File: src/rtl/exec_pkg.sv
// Shared types for the execute datapath: ALU operation codes, FSM state
// encoding and a small decode helper.
package exec_pkg;

    typedef enum logic [3:0] {
        ADD   = 4'd0,
        SUB   = 4'd1,
        AND   = 4'd2,
        OR    = 4'd3,
        XOR   = 4'd4,
        SLT   = 4'd5,
        SLTU  = 4'd6,
        SLL   = 4'd7,
        SRL   = 4'd8,
        SRA   = 4'd9,
        MUL   = 4'd10,
        MULHU = 4'd11,
        DIVU  = 4'd12,
        REMU  = 4'd13
    } alu_op_e;

    typedef enum logic [1:0] {
        IDLE = 2'd0,
        BUSY = 2'd1,
        DONE = 2'd2
    } exec_state_e;

    // True for the operations handled by the iterative multiply/divide unit.
    function automatic logic is_muldiv(input alu_op_e op);
        return (op == MUL) || (op == MULHU) || (op == DIVU) || (op == REMU);
    endfunction

endpackage

File: src/rtl/exec_if.sv
// Bundle between decode/control (master) and the execute datapath (slave),
// including the data-memory port and status outputs.
//
// Issue handshake: an instruction is taken on a rising edge where
// issue_valid and issue_ready are both high and the datapath is idle. The
// master holds the instruction fields stable while issue_valid is high.
// issue_ready drops while a multi-cycle op iterates and rises again in the
// write-back cycle as an early "free next cycle" hint; an instruction
// presented in that write-back cycle is not taken.
interface exec_if #(
    parameter int D_WIDTH = 32,
    parameter int A_WIDTH = 5
);
    import exec_pkg::*;

    logic               issue_valid;
    logic               issue_ready;
    logic [D_WIDTH-1:0] pc;
    logic [3:0]         alu_ctrl;
    logic               alu_src;
    logic [D_WIDTH-1:0] imm_op;
    logic [A_WIDTH-1:0] ad1;
    logic [A_WIDTH-1:0] ad2;
    logic [A_WIDTH-1:0] ad3;
    logic               we3;
    logic               mem_write;
    logic               result_src;
    logic               jal_sel;
    logic               eq;
    logic               lt;
    logic [D_WIDTH-1:0] sum;
    logic [D_WIDTH-1:0] dmem_addr;
    logic [D_WIDTH-1:0] dmem_wdata;
    logic               dmem_we;
    logic [D_WIDTH-1:0] dmem_rdata;
    logic               wb_valid;
    logic [D_WIDTH-1:0] a0;
    exec_state_e        state;

    modport master (
        output issue_valid, pc, alu_ctrl, alu_src, imm_op, ad1, ad2, ad3,
               we3, mem_write, result_src, jal_sel, dmem_rdata,
        input  issue_ready, eq, lt, sum, dmem_addr, dmem_wdata, dmem_we,
               wb_valid, a0, state
    );

    modport slave (
        input  issue_valid, pc, alu_ctrl, alu_src, imm_op, ad1, ad2, ad3,
               we3, mem_write, result_src, jal_sel, dmem_rdata,
        output issue_ready, eq, lt, sum, dmem_addr, dmem_wdata, dmem_we,
               wb_valid, a0, state
    );

endinterface

File: src/rtl/muldiv_iter.sv
// Iterative unsigned multiply / divide: one shift-add (MUL, MULHU) or one
// restoring-subtract (DIVU, REMU) step per cycle, W steps per operation.
// hi/lo hold {accumulator, multiplier} or {remainder, quotient}.
module muldiv_iter
    import exec_pkg::*;
#(
    parameter int W = 32
) (
    input  logic         clk,
    input  logic         rst_n,
    input  logic         start,
    input  alu_op_e      op,
    input  logic [W-1:0] a,
    input  logic [W-1:0] b,
    output logic         busy,
    output logic         done,
    output logic [W-1:0] result
);
    localparam int CW = $clog2(W);

    logic [CW-1:0] cnt;
    logic [W-1:0]  hi;
    logic [W-1:0]  lo;
    logic [W-1:0]  opnd;
    alu_op_e       op_q;
    logic          is_div;
    logic [W:0]    add_sum;
    logic [W:0]    shifted;
    logic [W:0]    diff;

    assign is_div = (op_q == DIVU) || (op_q == REMU);
    // done marks the cycle whose edge performs the final step.
    assign done   = busy && (cnt == CW'(W - 1));
    assign result = ((op_q == MULHU) || (op_q == REMU)) ? hi : lo;

    // Step datapaths: multiplier adds on lo[0]; divider trial-subtracts.
    always_comb begin
        add_sum = {1'b0, hi} + (lo[0] ? {1'b0, opnd} : '0);
        shifted = {hi, lo[W-1]};
        diff    = shifted - {1'b0, opnd};
    end

    // Load operands on start, then iterate until the last step.
    always_ff @(posedge clk) begin
        if (!rst_n) begin
            busy <= 1'b0;
            cnt  <= '0;
            hi   <= '0;
            lo   <= '0;
            opnd <= '0;
            op_q <= ADD;
        end else if (start && !busy) begin
            busy <= 1'b1;
            cnt  <= '0;
            op_q <= op;
            hi   <= '0;
            if ((op == DIVU) || (op == REMU)) begin
                lo   <= a;
                opnd <= b;
            end else begin
                lo   <= b;
                opnd <= a;
            end
        end else if (busy) begin
            cnt <= cnt + 1'b1;
            if (done) begin
                busy <= 1'b0;
            end
            if (is_div) begin
                if (!diff[W]) begin
                    hi <= diff[W-1:0];
                    lo <= {lo[W-2:0], 1'b1};
                end else begin
                    hi <= shifted[W-1:0];
                    lo <= {lo[W-2:0], 1'b0};
                end
            end else begin
                hi <= add_sum[W:1];
                lo <= {add_sum[0], lo[W-1:1]};
            end
        end
    end

endmodule

File: src/rtl/exec_datapath.sv
// Execute datapath: register file, ALU, write-back mux, data-memory port and
// (when EXEC_MULDIV_EN is defined) an iterative multiply/divide unit with an
// IDLE/BUSY/DONE sequencer. Without EXEC_MULDIV_EN, codes 10-13 are
// single-cycle and produce 0, and issue_ready is always high.
module exec_datapath
    import exec_pkg::*;
#(
    parameter int D_WIDTH = 32,
    parameter int A_WIDTH = 5,
    parameter int A0_IDX  = 10
) (
    input  logic  clk,
    input  logic  rst_n,
    exec_if.slave bus
);
    localparam int SH_W = $clog2(D_WIDTH);
    localparam int NREG = 2 ** A_WIDTH;

    logic [D_WIDTH-1:0] regs [NREG];
    logic [D_WIDTH-1:0] rd1;
    logic [D_WIDTH-1:0] rd2;
    logic [D_WIDTH-1:0] op2;
    logic [D_WIDTH-1:0] alu_res;
    logic [D_WIDTH-1:0] wb_data;
    alu_op_e            alu_op;
    logic               accept;
    logic               wr_en;
    logic [A_WIDTH-1:0] wr_addr;
    logic [D_WIDTH-1:0] wr_data;

    assign alu_op = alu_op_e'(bus.alu_ctrl);
    assign rd1    = (bus.ad1 == '0) ? '0 : regs[bus.ad1];
    assign rd2    = (bus.ad2 == '0) ? '0 : regs[bus.ad2];
    assign op2    = bus.alu_src ? bus.imm_op : rd2;

    // Single-cycle ALU; multiply/divide codes read as 0 here.
    always_comb begin
        alu_res = '0;
        case (alu_op)
            ADD:     alu_res = rd1 + op2;
            SUB:     alu_res = rd1 - op2;
            AND:     alu_res = rd1 & op2;
            OR:      alu_res = rd1 | op2;
            XOR:     alu_res = rd1 ^ op2;
            SLT:     alu_res = {{(D_WIDTH-1){1'b0}}, ($signed(rd1) < $signed(op2))};
            SLTU:    alu_res = {{(D_WIDTH-1){1'b0}}, (rd1 < op2)};
            SLL:     alu_res = rd1 << op2[SH_W-1:0];
            SRL:     alu_res = rd1 >> op2[SH_W-1:0];
            SRA:     alu_res = $unsigned($signed(rd1) >>> op2[SH_W-1:0]);
            default: alu_res = '0;
        endcase
    end

    assign wb_data = bus.result_src ? bus.dmem_rdata :
                     bus.jal_sel    ? bus.pc + D_WIDTH'(4) : alu_res;

    assign bus.eq         = (rd1 == op2);
    assign bus.lt         = ($signed(rd1) < $signed(op2));
    assign bus.sum        = alu_res;
    assign bus.dmem_addr  = alu_res;
    assign bus.dmem_wdata = rd2;
    assign bus.dmem_we    = bus.mem_write & accept;
    assign bus.wb_valid   = wr_en;
    assign bus.a0         = regs[A0_IDX];

`ifdef EXEC_MULDIV_EN
    localparam logic [1:0] ST_IDLE = 2'd0;
    localparam logic [1:0] ST_BUSY = 2'd1;
    localparam logic [1:0] ST_DONE = 2'd2;

    logic [1:0]         state_q;
    logic [A_WIDTH-1:0] rd_q;
    logic               we_q;
    logic               md_op;
    logic               md_busy;
    logic               md_last;
    logic [D_WIDTH-1:0] md_result;

    assign md_op           = is_muldiv(alu_op);
    assign bus.issue_ready = (state_q != ST_BUSY);
    assign accept          = bus.issue_valid & bus.issue_ready & (state_q == ST_IDLE);
    assign bus.state       = exec_state_e'(state_q);

    muldiv_iter #(.W(D_WIDTH)) u_muldiv (
        .clk    (clk),
        .rst_n  (rst_n),
        .start  (accept & md_op),
        .op     (alu_op),
        .a      (rd1),
        .b      (op2),
        .busy   (md_busy),
        .done   (md_last),
        .result (md_result)
    );

    // Sequencer: latch destination on a mul/div accept, wait, write back once.
    always_ff @(posedge clk) begin
        if (!rst_n) begin
            state_q <= ST_IDLE;
            rd_q    <= '0;
            we_q    <= 1'b0;
        end else begin
            case (state_q)
                ST_IDLE: begin
                    if (accept && md_op) begin
                        state_q <= ST_BUSY;
                        rd_q    <= bus.ad3;
                        we_q    <= bus.we3;
                    end
                end
                ST_BUSY: begin
                    if (md_last) begin
                        state_q <= ST_DONE;
                    end else if (!md_busy) begin
                        // iterator idle without finishing: recover to IDLE
                        state_q <= ST_IDLE;
                    end
                end
                ST_DONE: state_q <= ST_IDLE;
                default: state_q <= ST_IDLE;
            endcase
        end
    end

    // Write-port select: DONE owns the port, otherwise single-cycle accepts.
    always_comb begin
        wr_en   = rst_n & accept & bus.we3 & ~md_op;
        wr_addr = bus.ad3;
        wr_data = wb_data;
        if (state_q == ST_DONE) begin
            wr_en   = rst_n & we_q;
            wr_addr = rd_q;
            wr_data = md_result;
        end
    end
`else
    assign bus.issue_ready = 1'b1;
    assign accept          = bus.issue_valid;
    assign bus.state       = IDLE;

    // Write-port select: every accepted instruction is single-cycle.
    always_comb begin
        wr_en   = rst_n & accept & bus.we3;
        wr_addr = bus.ad3;
        wr_data = wb_data;
    end
`endif

    // Register file: cleared on reset, x0 never written.
    always_ff @(posedge clk) begin
        if (!rst_n) begin
            for (int i = 0; i < NREG; i++) begin
                regs[i] <= '0;
            end
        end else if (wr_en && (wr_addr != '0)) begin
            regs[wr_addr] <= wr_data;
        end
    end

endmodule

File: src/flat_wrapper.sv
// flat-port wrapper written by rule: the top's interface ports become plain ports
module exec_datapath_flat import exec_pkg::*;
#(
    parameter int D_WIDTH = 32,
    parameter int A_WIDTH = 5,
    parameter int A0_IDX  = 10
)
  (clk, rst_n, bus_issue_valid, bus_pc, bus_alu_ctrl, bus_alu_src, bus_imm_op, bus_ad1, bus_ad2, bus_ad3, bus_we3, bus_mem_write, bus_result_src, bus_jal_sel, bus_dmem_rdata, bus_issue_ready, bus_eq, bus_lt, bus_sum, bus_dmem_addr, bus_dmem_wdata, bus_dmem_we, bus_wb_valid, bus_a0, bus_state);
  exec_if #(.D_WIDTH(D_WIDTH), .A_WIDTH(A_WIDTH)) bus_i ();
  input  logic clk;
  input  logic rst_n;
  input wire logic [$bits(bus_i.issue_valid)-1:0] bus_issue_valid;
  input wire logic [$bits(bus_i.pc)-1:0] bus_pc;
  input wire logic [$bits(bus_i.alu_ctrl)-1:0] bus_alu_ctrl;
  input wire logic [$bits(bus_i.alu_src)-1:0] bus_alu_src;
  input wire logic [$bits(bus_i.imm_op)-1:0] bus_imm_op;
  input wire logic [$bits(bus_i.ad1)-1:0] bus_ad1;
  input wire logic [$bits(bus_i.ad2)-1:0] bus_ad2;
  input wire logic [$bits(bus_i.ad3)-1:0] bus_ad3;
  input wire logic [$bits(bus_i.we3)-1:0] bus_we3;
  input wire logic [$bits(bus_i.mem_write)-1:0] bus_mem_write;
  input wire logic [$bits(bus_i.result_src)-1:0] bus_result_src;
  input wire logic [$bits(bus_i.jal_sel)-1:0] bus_jal_sel;
  input wire logic [$bits(bus_i.dmem_rdata)-1:0] bus_dmem_rdata;
  output wire logic [$bits(bus_i.issue_ready)-1:0] bus_issue_ready;
  output wire logic [$bits(bus_i.eq)-1:0] bus_eq;
  output wire logic [$bits(bus_i.lt)-1:0] bus_lt;
  output wire logic [$bits(bus_i.sum)-1:0] bus_sum;
  output wire logic [$bits(bus_i.dmem_addr)-1:0] bus_dmem_addr;
  output wire logic [$bits(bus_i.dmem_wdata)-1:0] bus_dmem_wdata;
  output wire logic [$bits(bus_i.dmem_we)-1:0] bus_dmem_we;
  output wire logic [$bits(bus_i.wb_valid)-1:0] bus_wb_valid;
  output wire logic [$bits(bus_i.a0)-1:0] bus_a0;
  output wire logic [$bits(bus_i.state)-1:0] bus_state;
  assign bus_i.issue_valid = bus_issue_valid;
  assign bus_i.pc = bus_pc;
  assign bus_i.alu_ctrl = bus_alu_ctrl;
  assign bus_i.alu_src = bus_alu_src;
  assign bus_i.imm_op = bus_imm_op;
  assign bus_i.ad1 = bus_ad1;
  assign bus_i.ad2 = bus_ad2;
  assign bus_i.ad3 = bus_ad3;
  assign bus_i.we3 = bus_we3;
  assign bus_i.mem_write = bus_mem_write;
  assign bus_i.result_src = bus_result_src;
  assign bus_i.jal_sel = bus_jal_sel;
  assign bus_i.dmem_rdata = bus_dmem_rdata;
  assign bus_issue_ready = bus_i.issue_ready;
  assign bus_eq = bus_i.eq;
  assign bus_lt = bus_i.lt;
  assign bus_sum = bus_i.sum;
  assign bus_dmem_addr = bus_i.dmem_addr;
  assign bus_dmem_wdata = bus_i.dmem_wdata;
  assign bus_dmem_we = bus_i.dmem_we;
  assign bus_wb_valid = bus_i.wb_valid;
  assign bus_a0 = bus_i.a0;
  assign bus_state = bus_i.state;
  exec_datapath #(.D_WIDTH(D_WIDTH), .A_WIDTH(A_WIDTH), .A0_IDX(A0_IDX)) u_core (.clk(clk), .rst_n(rst_n), .bus(bus_i));
endmodule
File: config.mk
export PLATFORM = sky130hd
export DESIGN_NAME = exec_datapath_flat
export DESIGN_NICKNAME = d
export VERILOG_FILES = /design/src/rtl/exec_pkg.sv /design/src/rtl/exec_if.sv /design/src/rtl/muldiv_iter.sv /design/src/rtl/exec_datapath.sv /design/src/flat_wrapper.sv
export SDC_FILE = /design/constraint.sdc
export NUM_CORES = 2
export LEC_CHECK = 0
export BUFFER_PORTS_ARGS = -buffer_cell sky130_fd_sc_hd__buf_2
export CORE_ASPECT_RATIO = 1.4
export CORE_MARGIN = 2
export CORE_UTILIZATION = 55
export CTS_CLUSTER_DIAMETER = 80
export DETAILED_ROUTE_END_ITERATION = 10
export GPL_TIMING_DRIVEN = 0
export PLACE_DENSITY = 0.7
export SKIP_LAST_GASP = 1
export SYNTH_ARGS = -nofsm -noshare
export SYNTH_HDL_FRONTEND = slang
export SYNTH_SLANG_ARGS = --single-unit
File: constraint.sdc
create_clock -name clk -period 9 [get_ports clk]
set_clock_uncertainty 0.2 [all_clocks]
set_input_delay 0 -clock clk [delete_from_list [all_inputs] [get_ports clk]]
set_output_delay 0 -clock clk [all_outputs]
set_load 0.1 [all_outputs]
==> results of run 1 <==
==> cells by family after synthesis <==
| logic type | share of synthesized area, % |
|---|---|
| XOR/XNOR | 0.577 |
| adder cells (fa/ha/maj) | 2.01 |
| multiplexers | 22.3 |
| AND/OR/NAND/NOR | 12.2 |
| buffers and inverters | 4.55 |
| AO/OA/AOI/OAI | 10.1 |
| flip-flops | 48.3 |
| other | 0.0118 |
==> metal layers <==
metal / GRT usage, % / overflow
met3: 53.5 / 2
met4: 78.6 / 53
met1: 68.9 / 0
met2: 92.8 / 40
met5: 25.1 / 0
==> metrics by stage <==
| stage | util, % | hold WS [ns] | cells | TNS (ns) |
|---|---|---|---|---|
| after floorplan | - | 0.0536 | 5429 | 0 |
| after global placement | 58.3 | 0.306 | 7165 | -2922.17 |
| after detailed placement | 59.2 | 0.322 | 7220 | -2426.68 |
| after CTS | 62.4 | 0.00102 | 7423 | -1.92 |
==> synthesized netlist by cell type (18+ instances only) <==
cell      number
nand4_1       26
nand2_1      268
buf_1         41
o21ai_0       95
o22ai_1       44
edfxtp_1    1024
ha_1          99
buf_4         65
nor2b_1       22
mux2i_1      356
buf_2        109
a21o_1        18
a31oi_1       28
o221ai_1      38
nor3_1       124
and3_1        25
nor2_1      1123
a21oi_1      168
mux4_2       468
o31ai_1       33
a221oi_1      26
inv_1        101
xnor2_1       25
nor4_1        24
and2_1        27
a22oi_1      128
nand3_1       98
a211oi_1      50
nand2b_1      20
o211ai_1      43
clkbuf_1     321
==> repair_timing <==
item,in CTS
endpoints found under the setup margin,822
buffers inserted,3
hold buffers,47
pin swaps,5
hold endpoints to repair,329
gates resized for setup,120
==> impl_metrics.env, run 1 <==
export IMPL_root_buffer="clkbuf_16"
export IMPL_gp_congestion=1.16
export IMPL_synth_area_um2=63700
export IMPL_synthFlopType="edfxtp_1"
export IMPL_lastStage="global routing"
export IMPL_die_h_um=407
export IMPL_globalRouteTotalUtil_pct=72.4
export IMPL_place_ws_ns=-4.17
export IMPL_synth_area_leaders="edfxtp_1 (48%), mux4_2 (17%), nor2_1 (6.6%)"
export IMPL_portBuffers=246
export IMPL_io_pins=258
export IMPL_grt_pass1_wl_um=584000
export IMPL_postSynthRegisterBits=1024
export IMPL_dpl_hpwl_um=291000
export IMPL_yosys_warnings=0
export IMPL_grt_overflow_total=95
export IMPL_async_flop_share_pct=0
export IMPL_cts_htree_levels=3
export IMPL_firstError="[ERROR GRT-0116] Global routing finished with congestion. Check the congestion regions in the DRC Viewer."
export IMPL_die_w_um=292
export IMPL_clockBufferDepth=3
export IMPL_synth_edf_count=1024
export IMPL_start_util_pct=55.5
export IMPL_cts_made_buffers=86
export IMPL_status="stopped before the end"
export IMPL_postSynthCellCount=5396
export IMPL_clock_sinks=1024
export IMPL_ys_types=92
export IMPL_grt_max_degree=33
export IMPL_synth_top_area_share_pct=48.3
export IMPL_syn_area_per_cell_um2=11.8
export IMPL_ys_seq_area_share_pct=48.3
export IMPL_grt_pass1_vias=65800
export IMPL_core_rowCount=147
export IMPL_placed_area_um2=68000
export IMPL_synth_top_cell_by_area="edfxtp_1"
==> inputs of run 2 (changes only) <==
- CORE_ASPECT_RATIO: 1.4 -> unset
- CORE_UTILIZATION: 55 -> 40
- CTS_CLUSTER_DIAMETER: 80 -> unset
- PLACE_DENSITY: 0.7 -> unset
- PLACE_DENSITY_LB_ADDON: unset -> 0.15
==> run 2 against run 1 <==
The flow now finishes, with violations (max-capacitance violations, max-slew violations, negative setup slack). Area after synthesis is the same. Synthesized cell count did not move.
==> impl_metrics.env, run 2 <==
export IMPL_power_density_nw_per_um2=205
export IMPL_vias_per_cell=7.08
export IMPL_status="finished with violations"
export IMPL_synth_top_cell_by_area="edfxtp_1"
export IMPL_slew_viol_final=33
export IMPL_crit_family="compound AO/OA/AOI/OAI gates"
export IMPL_setup_slack_ns=-0.475
export IMPL_ff2ff_setup_slack_ns=-0.26
export IMPL_r2r_cells=25
export IMPL_worstPathRequired_ns=9.25
export IMPL_synthToLayoutAreaGrowth_pct=15.6
export IMPL_hold_violations=0
export IMPL_final_common_cell="nor2_1"
export IMPL_violations="max-capacitance violations, max-slew violations, negative setup slack"
export IMPL_core_rowCount=146
export IMPL_postSynthRegisterBits=1024
export IMPL_synthSimpleGateAreaFrac_pct=12.2
export IMPL_place_ws_ns=-3.14
export IMPL_layout_common_cells="nor2_1 (1116), edfxtp_1 (1024), mux4_2 (468), buf_2 (358), mux2i_1 (339)"
export IMPL_crit_top_cell="buf_2"
export IMPL_dpl_hpwl_um=298000
export IMPL_max_slew_margin_pct=-8.47
export IMPL_clockBufferDepth=3
export IMPL_syn_area_per_cell_um2=11.8
export IMPL_cts_made_buffers=105
export IMPL_largest_register="u_core.regs"
export IMPL_drtIter0Drc=9611
export IMPL_critPathArrivalTime_ns=9.73
export IMPL_min_path_type="primary input to flip-flop"
export IMPL_yosys_warnings=0
export IMPL_start_util_pct=40.3
export IMPL_setup_worst_path_start="bus_ad1[1]"
export IMPL_synth_top_family_by_area="multiplexers"
export IMPL_holdWs_ns=0.0165
export IMPL_largestRegisters="u_core.regs: 1024 flops"
export IMPL_clock_latency_ns=0.74
export IMPL_antenna_found_initial=19
export IMPL_gp_congestion=1.09
export IMPL_rsz0062_at_grt="yes"
export IMPL_slowest_stage="a222oi_1"
export IMPL_vdd_ir_drop_max_mv=0.179
export IMPL_postSynthCellCount=5396
export IMPL_globalRouteTotalUtil_pct=47.3
export IMPL_period_minus_slack_ns=9.47
export IMPL_finalSetupViolCount=220
export IMPL_cts_clk_slew_worst_paths_ns=0.06
export IMPL_synth_adder_area_share_pct=2.01
export IMPL_dieArea_um2=162000
export IMPL_power_leakage_nw=27.1
export IMPL_r2r_end="u_core.regs[15][31]$_SDFFCE_PN0P_"
export IMPL_first_pass_iters=8
export IMPL_critPathBufInv=8
export IMPL_clock_sinks=1024
export IMPL_synth_area_leaders="edfxtp_1 (48%), mux4_2 (17%), nor2_1 (6.6%)"
export IMPL_ff_latch_area_um2=30700
export IMPL_largest_reg_flops=1024
export IMPL_final_nets=6127
export IMPL_critPathLaunchType="primary input"
export IMPL_grt_pass1_vias=53800
export IMPL_grt_max_degree=28
export IMPL_drc=0
export IMPL_synth_top_area_share_pct=48.3
export IMPL_crit_path_end="u_core.regs[15][31]$_SDFFCE_PN0P_"
export IMPL_wirelength_um=392000
export IMPL_wire_per_inst_um=48.5
export IMPL_crit_type="primary input to flip-flop"
export IMPL_synth_area_mux_share_pct=22.3
export IMPL_post_route_period_util_pct=105
export IMPL_die_h_um=403
export IMPL_r2r_start="u_core.regs[10][0]$_SDFFCE_PN0P_"
export IMPL_portBuffers=246
export IMPL_worst_slew_pin_slew_ns=1.63
export IMPL_yosysMostFrequentCell="nor2_1"
export IMPL_critical_path_depth=26
export IMPL_max_freq_ghz=0.106
export IMPL_synth_commonest_cells="nor2_1 (1123), edfxtp_1 (1024), mux4_2 (468)"
export IMPL_ys_types=92
export IMPL_grt_pass1_wl_um=507000
export IMPL_synthFlopType="edfxtp_1"
export IMPL_path_max_fanout=10
export IMPL_io_pins=258
export IMPL_grt_overflow_total=0
export IMPL_root_buffer="clkbuf_16"
export IMPL_die_w_um=403
export IMPL_core_um2=158000
export IMPL_synth_compound_area_share_pct=10.1
export IMPL_synth_area_um2=63700
export IMPL_async_flop_share_pct=0
export IMPL_drv_cap=6
export IMPL_synth_xor_area_share_pct=0.577
export IMPL_vias=57100
export IMPL_slowest_delay_ns=0.81
export IMPL_fillers=14600
export IMPL_drive_above_1_share_pct=23.1
export IMPL_cts_htree_levels=3
export IMPL_multiInputGateArea_um2=30800
export IMPL_postRouteAntennaNets=0
export IMPL_synth_edf_count=1024
export IMPL_ys_seq_area_share_pct=48.3
export IMPL_end_kind="flip-flop"
export IMPL_cts_tree="built"
==> run 2: cell counts after synthesis <==
Identical to the previous run, type by type.
==> run 2: routing by layer <==
metal / track usage (%) / vias up / share of wire [%] / routed length (µm)
met2: 68.9 / 5098 / 42 / 165000
met4: 42.3 / 20 / 11 / 43400
met3: 17.7 / 1343 / 14 / 53500
li1: - / 21700 / - / -
met5: 0.327 / - / 0.055 / 214
met1: 54.2 / 29000 / 33 / 129000
==> run 2: area by class of cell <==
| cell class | instances | area share [%] |
|---|---|---|
| multi-input combinational | 3747 | 41.9 |
| sequential | 1024 | 41.8 |
| timing repair buffer | 372 | 3.89 |
| clock buffer | 121 | 3.71 |
| buffer | 537 | 3.69 |
| tap | 2072 | 3.52 |
| clock inverter | 74 | 0.955 |
| inverter | 116 | 0.598 |
| antenna | 10 | 0.0340 |
==> run 2: kinds of logic (layout without fill, tap and decap cells) <==
kind of cell,Yosys count,in the layout
buf+inv,658,1220
simple gates,1834,1834
fa+ha+maj,101,101
xor+xnor,42,42
flops,1024,1024
other cells,2,45
mux,833,833
compound gates,902,902
==> run 2: worst min path at each step <==
stage | startpoint | end | cells after the start | slack, ns
2_1_floorplan | bus_dmem_rdata[23] | u_core.regs[6][23]$_SDFFCE_PN0P_ | 2 | 0.05
3_3_place_gp | bus_issue_valid | bus_dmem_we | 3 | 0.31
3_5_place_dp | bus_issue_valid | bus_dmem_we | 3 | 0.31
4_1_cts | bus_pc[7] | u_core.regs[6][7]$_SDFFCE_PN0P_ | 6 | 0.009
5_1_grt | bus_pc[4] | u_core.regs[6][4]$_SDFFCE_PN0P_ | 6 | 0.07
6_report | bus_pc[4] | u_core.regs[6][4]$_SDFFCE_PN0P_ | 6 | 0.02
==> run 2: stage by stage <==
step	util, %	instances	power, mW	setup TNS [ns]	instance area [µm²]
floorplan	-	5429	8.32	0	63800
global placement	42.8	7747	10.2	-3086.91	67700
detailed placement	43.6	7814	10.3	-1850.70	68900
CTS	46.4	8056	14.8	0	73400
global route	46.5	8063	15.2	-0.116	73600
finish	46.6	8073	15.1	-29.39	73700
==> run 2: worst register-to-register path, delay by kind of cell (launching register included) <==
kind / cells / cell delay [ns]
AND/OR/NAND/NOR: 2 / 0.16
AO/OA/AOI/OAI: 11 / 4.53
adder cells (fa/ha/maj): 1 / 0.33
multiplexers: 3 / 0.67
flip-flops: 1 / 0.38
buffers and inverters: 8 / 2.71
==> run 2: repair_timing <==
action | in CTS | in global routing
hold endpoints to repair | 353 | 0
cloned | 0 | 0
hold buffers | 48 | 0
endpoints found under the setup margin | 1001 | 554
resized for setup | 151 | 68
buffers inserted | 2 | 4
pin swaps | 4 | 6
==> run 2: power breakdown <==
part,internal [mW],leakage (nW),switching [mW]
combinational,1.21,14.9,3.78
clock,2.50,1.68,2.08
sequential,5.42,10.6,0.102
total,9.13,27.1,5.96
(Power assumes the default switching activity.)
